File: src/rtl/fetch_unit_pkg.sv
// Shared fetch-path types and constants for the fetch_unit slice.
package fetch_unit_pkg;

  localparam int FETCH_ADDR_W = 16;
  localparam int FETCH_DATA_W = 16;
  localparam int PC_STEP      = 2;

  typedef struct packed {
    logic [FETCH_ADDR_W-1:0] pc;
    logic [FETCH_DATA_W-1:0] instr;
  } fetch_entry_t;

endpackage

File: src/rtl/fetch_queue.sv
// Small synchronous FIFO with flush; used for both the prefetch queue and the PC tag FIFO.
module fetch_queue #(
  parameter int W     = 32,
  parameter int DEPTH = 2
) (
  input  logic                     clk,
  input  logic                     rst,
  input  logic                     flush,
  input  logic                     push,
  input  logic [W-1:0]             wdata,
  input  logic                     pop,
  output logic [W-1:0]             rdata,
  output logic [$clog2(DEPTH):0]   count
);

  localparam int AW = $clog2(DEPTH);

  logic [W-1:0] mem [DEPTH];
  logic [AW:0]  wr_ptr;
  logic [AW:0]  rd_ptr;
  logic         full;
  logic         empty;
  logic         do_push;
  logic         do_pop;

  // Extra pointer MSB tells full from empty when the index bits match.
  assign empty   = (wr_ptr == rd_ptr);
  assign full    = (wr_ptr[AW] != rd_ptr[AW]) && (wr_ptr[AW-1:0] == rd_ptr[AW-1:0]);
  assign do_push = push && !full;
  assign do_pop  = pop && !empty;
  assign count   = wr_ptr - rd_ptr;
  assign rdata   = mem[rd_ptr[AW-1:0]];

  always_ff @(posedge clk or posedge rst) begin
    if (rst) begin
      wr_ptr <= '0;
      rd_ptr <= '0;
      for (int i = 0; i < DEPTH; i++) mem[i] <= '0;
    end else if (flush) begin
      wr_ptr <= '0;
      rd_ptr <= '0;
    end else begin
      if (do_push) begin
        mem[wr_ptr[AW-1:0]] <= wdata;
        wr_ptr              <= wr_ptr + 1'b1;
      end
      if (do_pop) rd_ptr <= rd_ptr + 1'b1;
    end
  end

  a_no_overflow: assert property (@(posedge clk) disable iff (rst) !(push && full && !flush));

endmodule

File: src/rtl/fetch_unit.sv
// Instruction fetch front end: owns the PC, issues in-order memory requests, buffers words for stage_one.
module fetch_unit
  import fetch_unit_pkg::*;
#(
  parameter int                ADDR_W   = FETCH_ADDR_W,
  parameter int                DATA_W   = FETCH_DATA_W,
  parameter int                DEPTH    = 2,
  parameter logic [ADDR_W-1:0] RESET_PC = '0
) (
  input  logic              clk,
  input  logic              rst,
  output logic              imem_req_valid,
  input  logic              imem_req_ready,
  output logic [ADDR_W-1:0] imem_addr,
  input  logic              imem_rsp_valid,
  input  logic [DATA_W-1:0] imem_rsp_data,
  input  logic              stall,
  input  logic              halt_sys,
  input  logic              redirect_en,
  input  logic [ADDR_W-1:0] redirect_pc,
  output logic              out_valid,
  output logic [DATA_W-1:0] out_instr,
  output logic [ADDR_W-1:0] out_pc
);

  localparam int PW = $clog2(DEPTH) + 1;
  localparam int EW = ADDR_W + DATA_W;

  logic [ADDR_W-1:0] fetch_pc;
  logic [PW-1:0]     inflight;
  logic [PW-1:0]     inflight_next;
  logic [PW-1:0]     drop;
  logic [PW-1:0]     q_count;
  logic [PW-1:0]     tag_count;
  logic [PW:0]       used;
  logic [EW-1:0]     q_rdata;
  logic [ADDR_W-1:0] tag_pc;
  logic              req_fire;
  logic              rsp_ok;
  logic              keep;
  logic              q_pop;

  // Handshakes: a request transfers on a cycle where imem_req_valid && imem_req_ready;
  // a response is a single-cycle imem_rsp_valid pulse, in request order, with no back-pressure.
  // Credit counts queued plus outstanding words so a response always finds a free slot.
  assign used           = {1'b0, q_count} + {1'b0, inflight};
  assign imem_req_valid = !rst && !halt_sys && !redirect_en && (int'(used) < DEPTH);
  assign imem_addr      = fetch_pc;
  assign req_fire       = imem_req_valid && imem_req_ready;

  // A response with no outstanding request (e.g. one straddling reset) is ignored.
  assign rsp_ok         = imem_rsp_valid && (tag_count != '0);
  assign keep           = rsp_ok && (drop == '0) && !redirect_en;
  assign inflight_next  = inflight + PW'(req_fire) - PW'(rsp_ok);

  assign out_valid      = (q_count != '0) && !halt_sys;
  assign q_pop          = out_valid && !stall;
  assign out_pc         = q_rdata[EW-1:DATA_W];
  assign out_instr      = q_rdata[DATA_W-1:0];

  always_ff @(posedge clk or posedge rst) begin
    if (rst) begin
      fetch_pc <= RESET_PC;
      inflight <= '0;
      drop     <= '0;
    end else begin
      inflight <= inflight_next;
      if (redirect_en) begin
        fetch_pc <= redirect_pc;
        drop     <= inflight_next;
      end else begin
        if (req_fire) fetch_pc <= fetch_pc + ADDR_W'(PC_STEP);
        if (rsp_ok && (drop != '0)) drop <= drop - PW'(1);
      end
    end
  end

  fetch_queue #(.W(ADDR_W), .DEPTH(DEPTH)) u_tag_fifo (
    .clk   (clk),
    .rst   (rst),
    .flush (1'b0),
    .push  (req_fire),
    .wdata (fetch_pc),
    .pop   (rsp_ok),
    .rdata (tag_pc),
    .count (tag_count)
  );

  fetch_queue #(.W(EW), .DEPTH(DEPTH)) u_prefetch_q (
    .clk   (clk),
    .rst   (rst),
    .flush (redirect_en),
    .push  (keep),
    .wdata ({tag_pc, imem_rsp_data}),
    .pop   (q_pop),
    .rdata (q_rdata),
    .count (q_count)
  );

endmodule

File: config.mk
export PLATFORM = sky130hd
export DESIGN_NAME = fetch_unit
export DESIGN_NICKNAME = d
export VERILOG_FILES = /design/src/rtl/fetch_unit_pkg.sv /design/src/rtl/fetch_queue.sv /design/src/rtl/fetch_unit.sv
export SDC_FILE = /design/constraint.sdc
export NUM_CORES = 1
export LEC_CHECK = 0
export CORE_ASPECT_RATIO = 1.2
export CORE_MARGIN = 2
export CORE_UTILIZATION = 55
export DETAILED_ROUTE_END_ITERATION = 8
export PLACE_DENSITY = 0.81
export SYNTH_ARGS = -nofsm -noshare
export SYNTH_HDL_FRONTEND = slang
export SYNTH_SLANG_ARGS = --single-unit
File: constraint.sdc
create_clock -name clk -period 4.95 [get_ports clk]
set_input_delay 0.99 -clock clk [delete_from_list [all_inputs] [get_ports clk]]
set_output_delay 0.99 -clock clk [all_outputs]
set_load 0.01 [all_outputs]
# After elaboration in Yosys (flattened, before gate mapping)
# Cells that the tools add are included.
[totals] input_bits=39 out_inout_bits=50 ff_bits=124
[classes] add_sub_neg=11 eq_ne=6 n_bitwise=5 n_reduce_logical=35 order_cmp=7 muxes=20
[ops] operator="$mux 32" count=4
[ops] operator="$mux 16" count=6
[ops] operator="$bwmux 64" count=1
[ops] operator="$bwmux 32" count=1
[ops] operator="$demux 32 s1" count=1
[ops] operator="$logic_and 1x1->1" count=18
[ops] operator="$add 16x2->16 const B" count=1
[ops] operator="$demux 16 s1" count=1
[ops] operator="$reduce_bool 2->1" count=7
[ops] operator="$mux 2" count=6
[ops] operator="$add 2x1->2 const B" count=4
[ops] operator="$ge 2x2->1 const B" count=4
[ops] operator="$logic_not 1->1" count=8
[ops] operator="$not 1->2" count=4
[ops] operator="$eq 2x2->1" count=2
[ops] operator="$lt 2x1->1 const B" count=2
[ops] operator="$sub 2x2->2" count=2
[ops] operator="$add 2x2->3" count=1
[ops] operator="$lt 3x2->1 const B" count=1
[ops] operator="$add 2x1->2" count=1
[ops] operator="$eq 1x1->1" count=2
[ops] operator="$logic_not 2->1" count=1
[ops] operator="$ne 1x1->1" count=2
[ops] operator="$reduce_and 2->1" count=1
[ops] operator="other kinds (3)" count=3

# Longest topological paths before layout
[depth] word_depth=8 mapped_depth=16

# Hierarchy
# Synthesis repeated with hierarchy kept, for this count alone.
[hier_totals] hier_cells=468 area_unflattened_um2=6391.1
[modules_own_cells] module="fetch_queue (u_prefetch_q)" seq_area_each_um2=1701.6 area_per_inst_um2=3343.2 instances=1 cells_per_inst=211
[modules_own_cells] module="fetch_queue (u_tag_fifo)" seq_area_each_um2=900.9 area_per_inst_um2=1798.0 instances=1 cells_per_inst=125
[modules_own_cells] module="fetch_unit" seq_area_each_um2=500.5 area_per_inst_um2=1249.9 instances=1 cells_per_inst=132

# Least setup slack after synthesis
# No wires, ideal clock.
[synth_timing] path_type="register -> register" start="register u_prefetch_q.wr_ptr[0]" end="register drop[1]" slack_ns=1.507 path_stages_with_launch=17 t_arrival_ns=3.293 setup_ns=0.150 path_buffers=2 path_cell_list="dfrtp_1 > inv_1 > ha_1 > nand2b_1 > fa_1 > nor4bb_1 > clkbuf_1 > and2_1 > clkbuf_1 > inv_1 > ha_1 > inv_1 > ha_1 > xnor2_1 > xnor2_1 > nand2_1 > o311ai_0"
[synth_between] elab_chain_cells=8
[synth_rtl] element="start: declaration" line_no="fetch_queue.sv:19" rtl="logic [AW:0] wr_ptr;"
[synth_rtl] element="start signal: assignment" line_no="fetch_queue.sv:45" rtl="wr_ptr <= wr_ptr + 1'b1;"
[synth_rtl] element="$sub 2x2->2" line_no="fetch_queue.sv:31" rtl="assign count = wr_ptr - rd_ptr;"
[synth_rtl] element="$add 2x2->3" line_no="fetch_unit.sv:46" rtl="assign used = {1'b0, q_count} + {1'b0, inflight};"
[synth_rtl] element="$lt 3x2->1" line_no="fetch_unit.sv:47" rtl="assign imem_req_valid = !rst && !halt_sys && !redirect_en && (int'(used) < DEPTH);"
[synth_rtl] element="$logic_and 1x1->1" line_no="fetch_unit.sv:47"
[synth_rtl] element="$logic_and 1x1->1" line_no="fetch_unit.sv:49" rtl="assign req_fire = imem_req_valid && imem_req_ready;"
[synth_rtl] element="$add 2x1->2" line_no="fetch_unit.sv:54" rtl="assign inflight_next = inflight + PW'(req_fire) - PW'(rsp_ok);"
[synth_rtl] element="$sub 2x1->2" line_no="fetch_unit.sv:54"
[synth_rtl] element="net inflight_next[1]" line_no="fetch_unit.sv:31" rtl="logic [PW-1:0] inflight_next;"
[synth_rtl] element="$mux 2" line_no="fetch_unit.sv:68" rtl="if (redirect_en) begin"
[synth_rtl] element="end signal: assignment" line_no="fetch_unit.sv:70" rtl="drop <= inflight_next;"
[synth_rtl] element="end signal: assignment" line_no="fetch_unit.sv:73" rtl="if (rsp_ok && (drop != '0)) drop <= drop - PW'(1);"
[synth_rtl] element="end: declaration" line_no="fetch_unit.sv:32" rtl="logic [PW-1:0] drop;"
# The timed path passes the listed nets, and every way through them passes these cells.
# A chain may end at the register's enable or synchronous reset.

# Worst setup path in the final report
[layout_timing] start="register u_prefetch_q.wr_ptr[0]" end="output port imem_req_valid"
[layout_between] elab_chain_cells=4
[layout_rtl] element="$sub 2x2->2" line_no="fetch_queue.sv:31"
[layout_rtl] element="$add 2x2->3" line_no="fetch_unit.sv:46"
[layout_rtl] element="$lt 3x2->1" line_no="fetch_unit.sv:47"
[layout_rtl] element="$logic_and 1x1->1" line_no="fetch_unit.sv:47"
[layout_rtl] element="end: declaration" line_no="fetch_unit.sv:12" rtl="output logic imem_req_valid,"
# Every way passes these cells.

==> flow_metrics.env <==
export IMPL_rsz0062_at_grt="no"
export IMPL_met3_usage_pct=5.46
export IMPL_synth_area_mm2=0.00607
export IMPL_drc=0
export IMPL_end_kind="output pin"
export IMPL_finClkSkew_ns=0.00777
export IMPL_stdcell_count=675
export IMPL_timing_setup_tns_ns=0
export IMPL_grtUsageTotal_pct=23.2
export IMPL_fmax_mhz=249
export IMPL_busiest_layer="met2"
export IMPL_fp_dieH_um=119
export IMPL_worst_pin_slew_ns=1.16
export IMPL_cts_setup_buffers=0
export IMPL_root_buffer="clkbuf_16"
export IMPL_use_met1_pct=31.2
export IMPL_synth_main_ff_cell="dfrtp_1"
export IMPL_path_class="register to output pin"
export IMPL_drv_cap=0
export IMPL_min_period_over_period_pct=81.2
export IMPL_p_int_mw=3.16
export IMPL_place_congestion=0.867
export IMPL_num_io_pins=89
export IMPL_placed_cells=643
export IMPL_startpoint_type="register"
export IMPL_grt_overflow=0
export IMPL_start_util_pct=55.8
export IMPL_totalWireLength_um=13100
export IMPL_grt_antenna_before_repair=0
export IMPL_cts_tree="done"
export IMPL_syn_inst=442
export IMPL_worst_ep_arrival_time_ns=3.03
export IMPL_post_cts_resize_count=0
export IMPL_synth_edff_count=0
export IMPL_drv_slew=0
export IMPL_drt_initial_drc_count=209
export IMPL_slew_headroom_pct=22.4
export IMPL_crit_path_max_fanout=10
export IMPL_power_switching_mw=1.25
export IMPL_worst_skew_pair_late_latency_ns=0.42
export IMPL_drt_wirelength_per_cell_um=19.4
export IMPL_die_area_mm2=0.0119
export IMPL_first_global_vias=4082
export IMPL_rows=42
export IMPL_vias=3926
export IMPL_hp_class="register to register"
export IMPL_clockPowerShare_pct=30.1
export IMPL_layout_common_cells="dfrtp_1, clkdlybuf4s50_1, mux2_2"
export IMPL_cp_required_ns=3.96
export IMPL_syn_to_final_growth_pct=26.2
export IMPL_avgSynthCellArea_um2=13.7
export IMPL_antenna_cells=0
export IMPL_powerDensity_mw_per_mm2=577
export IMPL_yosysWarnings=0
export IMPL_power_leakage_nw=3.63
export IMPL_drive_above_1_share_pct=34.4
export IMPL_layout_commonest_cell="dfrtp_1"
export IMPL_ir_worst_vdd_uv=234
export IMPL_dieWidth_um=99.9
export IMPL_finalCriticalPeriod_ns=4.02
export IMPL_power_switching_share_pct=28.4
export IMPL_synth_cell_types=45
export IMPL_avgViaCountPerCell=5.82
export IMPL_setup_viol=0
export IMPL_syn_nets=488
export IMPL_clockBufferDepth=2
export IMPL_synth_seq_area_share_pct=51.1
export IMPL_async_flop_share_pct=100
export IMPL_seq_power_share_pct=35.6
export IMPL_drt_pass1_iter_count=4
export IMPL_nets=576
export IMPL_hold_viol=0
export IMPL_use_met2_pct=35.9
export IMPL_fill_cells=720
export IMPL_hold_buffers=0
export IMPL_cts_buffers=17
export IMPL_cts_sinks=124
export IMPL_grt_max_degree=51
export IMPL_core_mm2=0.0109
export IMPL_dpl_hpwl_um=8540
export IMPL_combPwrFrac_pct=34.2
export IMPL_numPortBuffers=88
export IMPL_status="completed"
export IMPL_grt_pass1_wl_um=21300
export IMPL_antenna_left=0
export IMPL_cts_htree_levels=4
export IMPL_synth_seq_cells=124
export IMPL_clk_pin_slew_ns=0.05
-- stage by stage --
step | cell area [µm²] | setup slack, ns | hold WS [ns] | power, mW | util [%]
detailed placement | 7020 | 1.13 | 0.487 | 3.08 | 64.5
finish | 7660 | 0.930 | 0.502 | 4.41 | 70.4
CTS | 7660 | 0.913 | 0.500 | 4.44 | 70.4
global placement | 7020 | 1.23 | 0.482 | 3.00 | 64.5
floorplan | 6070 | 0.661 | 0.474 | 2.56 | -
global route | 7660 | 0.796 | 0.511 | 4.62 | 70.4
-- critical path: stages, from the launching register on --
cell and delay, ns:
dfrtp_1 0.38, inv_1 0.13, ha_1 0.28, nand2b_1 0.17, fa_1 0.49, nor4bb_1 0.24, buf_4 0.22, nor2b_1 0.15
clkdlybuf4s50_1 0.54
-- final timing paths --
| kind | endpoint | cells after the start | start | slack [ns] |
|---|---|---|---|---|
| min in group asynchronous | imem_addr[6] | 2 | rst | 1.02 |
| worst min register to register | u_tag_fifo.mem[1] | 1 | u_tag_fifo.mem[1] | 0.50 |
| max in group asynchronous | u_prefetch_q.mem[52] | 3 | rst | 2.90 |
| worst max register to register | u_tag_fifo.mem[10] | 9 | u_prefetch_q.wr_ptr[0] | 1.23 |
| worst max-delay path | imem_req_valid | 8 | u_prefetch_q.wr_ptr[0] | 0.93 |
| worst min-delay path | u_tag_fifo.mem[1] | 1 | u_tag_fifo.mem[1] | 0.50 |
-- cell usage after synthesis (5+ instances only) --
master    instances  share of area [%]
mux2_4           60                 15
nand4_1           6               0.62
nand3_1          10               0.82
xnor2_1           6               0.87
inv_1            14               0.87
xor2_1            5               0.72
o21ai_0          11               0.91
a21oi_1           9               0.74
nand2_1          21                1.3
ha_1              6                1.2
nor2b_1           5               0.52
mux2_2           87                 16
dfrtp_1         124                 51
clkbuf_1         13               0.80
buf_6             6                1.1
-- per-layer routing --
| metal | vias to the layer above | part of all wire [%] |
|---|---|---|
| li1 | 1770 | - |
| met2 | 154 | 48 |
| met5 | - | 0 |
| met4 | 0 | 1.9 |
| met3 | 26 | 5.9 |
| met1 | 1976 | 44 |
-- kinds of logic (layout without fill, tap and decap cells) --
| logic type | Yosys count | count (layout) | synth area share, % |
|---|---|---|---|
| AO/OA/AOI/OAI | 40 | 40 | 4.43 |
| XOR/XNOR | 12 | 12 | 1.96 |
| adder cells (fa/ha/maj) | 7 | 7 | 1.57 |
| buffers and inverters | 39 | 140 | 3.24 |
| flip-flops | 124 | 124 | 51.1 |
| multiplexers | 149 | 149 | 31.3 |
| AND/OR/NAND/NOR | 71 | 71 | 6.33 |
-- final cells by class --
type | count | area [µm²] | area share (%)
Timing Repair Buffer | 94 | 926 | 12.1
Clock buffer | 22 | 474 | 6.19
Clock inverter | 10 | 163 | 2.12
Sequential cell | 124 | 3100 | 40.5
Inverter | 14 | 55.1 | 0.719
Multi-Input combinational cell | 279 | 2770 | 36.2
Tap cell | 132 | 165 | 2.16
-- flip-flops by register name, summed over array words and instances (netlist names) --
signal,cells
u_prefetch_q.mem,64
u_tag_fifo.mem,32
imem_addr,16
drop,2
inflight,2
u_prefetch_q.rd_ptr,2
u_prefetch_q.wr_ptr,2
u_tag_fifo.rd_ptr,2
u_tag_fifo.wr_ptr,2
-- power groups by stage --
| stage | clock network (mW) | registers, mW | logic, mW |
|---|---|---|---|
| after floorplan | 0 | 1.50 | 1.06 |
| after global placement | 0 | 1.55 | 1.45 |
| after detailed placement | 0 | 1.58 | 1.51 |
| after CTS | 1.35 | 1.57 | 1.52 |
| after global routing | 1.39 | 1.61 | 1.62 |
| final | 1.33 | 1.57 | 1.51 |
Power figures use the tool's default switching activity.
==> RTL change, RTL diff (same settings) <==
Make the reset (`rst`) synchronous in 2 clocked blocks.
--- a/src/rtl/fetch_queue.sv
+++ b/src/rtl/fetch_queue.sv
@@ -31,7 +31,7 @@
   assign count   = wr_ptr - rd_ptr;
   assign rdata   = mem[rd_ptr[AW-1:0]];
 
-  always_ff @(posedge clk or posedge rst) begin
+  always_ff @(posedge clk) begin
     if (rst) begin
       wr_ptr <= '0;
       rd_ptr <= '0;
--- a/src/rtl/fetch_unit.sv
+++ b/src/rtl/fetch_unit.sv
@@ -58,7 +58,7 @@
   assign out_pc         = q_rdata[EW-1:DATA_W];
   assign out_instr      = q_rdata[DATA_W-1:0];
 
-  always_ff @(posedge clk or posedge rst) begin
+  always_ff @(posedge clk) begin
     if (rst) begin
       fetch_pc <= RESET_PC;
       inflight <= '0;
Behaviour: differs if rst is asserted again (counterexample within 4 cycles, from zero or initial values and one cycle with rst high); with rst held inactive, the same outputs for 4 cycles.
==> RTL change against the original RTL <==
Final cell count rose by 2.4%. Worst hold slack improved by 35 ps. Critical path depth decreased by 1. Routed wire length decreased by 17%. Sequential cell count increased by 2. Area after synthesis fell by 6.0%. Count of clock-buffer cells in the layout shrank 2. Setup slack improved by 240 ps. Synthesized cell count rose by 4.3%. Critical endpoint unchanged. Design area fell by 5.5%. Utilization grew 1.6 points.
Power is not compared: it rests on default switching activity, and its combinational part moved more than twofold at a synthesized area within 25%.
==> RTL change: results (changes against the original RTL) <==
| Metric | Value |
|---|---|
| Status | complete, no violations |
| Hold depth | 2 (+1) |
| Reg with most FFs | u_prefetch_q.mem |
| Post-place setup slack | 1170 ps (+32.9 ps) |
| RR Endpoint | u_tag_fifo.mem[0][3]$_SDFFCE_PN0P_ |
| Power Total | about 2500 uW |
| Ant diodes | 0 (unchanged) |
| LEAKAGE | roughly 0.0026 uW |
| Setup Skew | 8.80 ps (+1.03 ps) |
| Flop2flop setup slack | 1410 ps (+180 ps) |
| Initial antenna violation count | 0 (unchanged) |
| Layout cell share with drive strength beyond 1 | 18.1% (-16 points) |
| CTS buffer count | 17 (unchanged) |
| Hold Path Origin | u_prefetch_q.wr_ptr[1]$_SDFFE_PP0N_ |
| Async S/R FF share, synth | 0% (-100 points) |
| Starting DRT DRC Count | 220 (+5.3%) |
| Hold Crit Class | reg2reg |
| Most frequent cells after synthesis | edfxtp_1 (96), nor2_1 (58), and2_1 (39), mux2_2 (34), dfxtp_1 (30) |
| Dpl cells | 660 (+2.6%) |
| Yosys Warn Count | 0 (unchanged) |
| Syn Nets | 506 (+3.7%) |
| Gpl congestion | 0.832 (-4.0%) |
| Final net count | 598 (+3.8%) |
| DR pass1 iterations | 4 (unchanged) |
| Post-synth cell types | 43 (-4.4%) |
| Clk Latency, worst-skew pair | 410 ps |
| Post-synthesis sequential area ratio | 61.1% (+9.9 points) |
| CP endpoint | imem_req_valid |
| Post-CTS resize count | 0 (unchanged) |
| First-pass GRT wire length | 18.4 mm (-13%) |
| CP startpoint | u_prefetch_q.wr_ptr[0]$_SDFFE_PP0N_ |
| Hold endpoint | u_prefetch_q.wr_ptr[1]$_SDFFE_PP0N_ |
| Slew margin rel. | 42.7% (+20 points) |
| DR WL/cell | 15.8 um (-19%) |
| DP Area | 6700 um2 (-4.5%) |
| Crit path arrival time | 2790 ps (-240 ps) |
| Avg Inst Size Synth | 12.4 um2 (-9.9%) |
| HPWL after detailed placement | 7.18 mm (-16%) |
| Reg clk slew, reported paths | 50 ps (about the same) |
| Via Count | 3733 (-4.9%) |
| Synth area leaders | edfxtp_1 (51%), dfxtp_1 (11%), mux2_2 (6.7%), and2_1 (4.3%), nor2_1 (3.8%) |
| Final period utilization | 76.4% (-4.8 points) |
| H-tree depth | 4 (unchanged) |
| Peak VDD IR | 0.267 mV |
| CP max FO | 6 (-4) |
| Post-synth EDFFs | 96 (+96) |
| Vias per cell | 5.40 (-7.1%) |
| Final hold slack | 537 ps (+35.1 ps) |
| Total GRT Usage | 21.0% (-2.2 points) |
| Largest net degree at the start of global routing | 33 (-35%) |
| Reg2reg path depth | 10 (+1) |
| Port Buffers | 88 (unchanged) |
| Number of global-route vias before repair | 3811 (-6.6%) |
RTL change: changes by cell type in the layout (fill, tap and decap cells not counted), moves of 8 or more:
cell      before  now
nor3_1         2   10
a31oi_1        1    9
dfrtp_1      124    0
dfxtp_1        0   30
mux2_2        87   34
edfxtp_1       0   96
mux2i_1        2   19
mux2_4        60    0
and2_2         0   24
and2_1         2   39
nor2_1         4   58
RTL change: kinds of logic (layout without fill, tap and decap cells):
family / Yosys count / count (layout) / synth area share (%)
compound gates: 41 / 41 / 5.13
xor+xnor: 13 / 13 / 2.13
fa+ha+maj: 6 / 6 / 1.45
buf+inv: 37 / 141 / 2.81
flops: 126 / 126 / 61.1
mux: 53 / 53 / 10.0
simple gates: 185 / 185 / 17.4
RTL change: per-layer routing:
| metal | track usage [%] | share of wire [%] | up-vias | wire, um |
|---|---|---|---|---|
| li1 | - | - | 1820 | - |
| met4 | 9.77 | 1.9 | 0 | 206 |
| met3 | 5.37 | 4.6 | 20 | 500 |
| met2 | 35.4 | 52 | 114 | 5640 |
| met5 | 0 | 0 | - | 0 |
| met1 | 25.6 | 42 | 1779 | 4580 |
RTL change: area by class of cell:
class	count	area, um2
inverters	12	45.0
fillers	690	2820
clock inverters	11	100
well taps	126	158
clock buffers	20	437
flip-flops and latches	126	3480
multi-input cells	298	2060
repair buffers	98	956
RTL change: critical path: stages (launching register included):
cell and delay, ps:
dfxtp_1 340, inv_1 110, ha_1 330, nand2b_1 170, fa_1 500, nand3b_1 140
nor3_1 220, clkdlybuf4s50_1 580
RTL change: where the power goes:
group / leakage (uW) / switching, uW / internal [uW]
sequential: 0.00124 / 33.9 / 1180
combinational: 0.00111 / 91.9 / 107
clock: 0.000267 / 403 / 724
total: 0.00262 / 529 / 2010
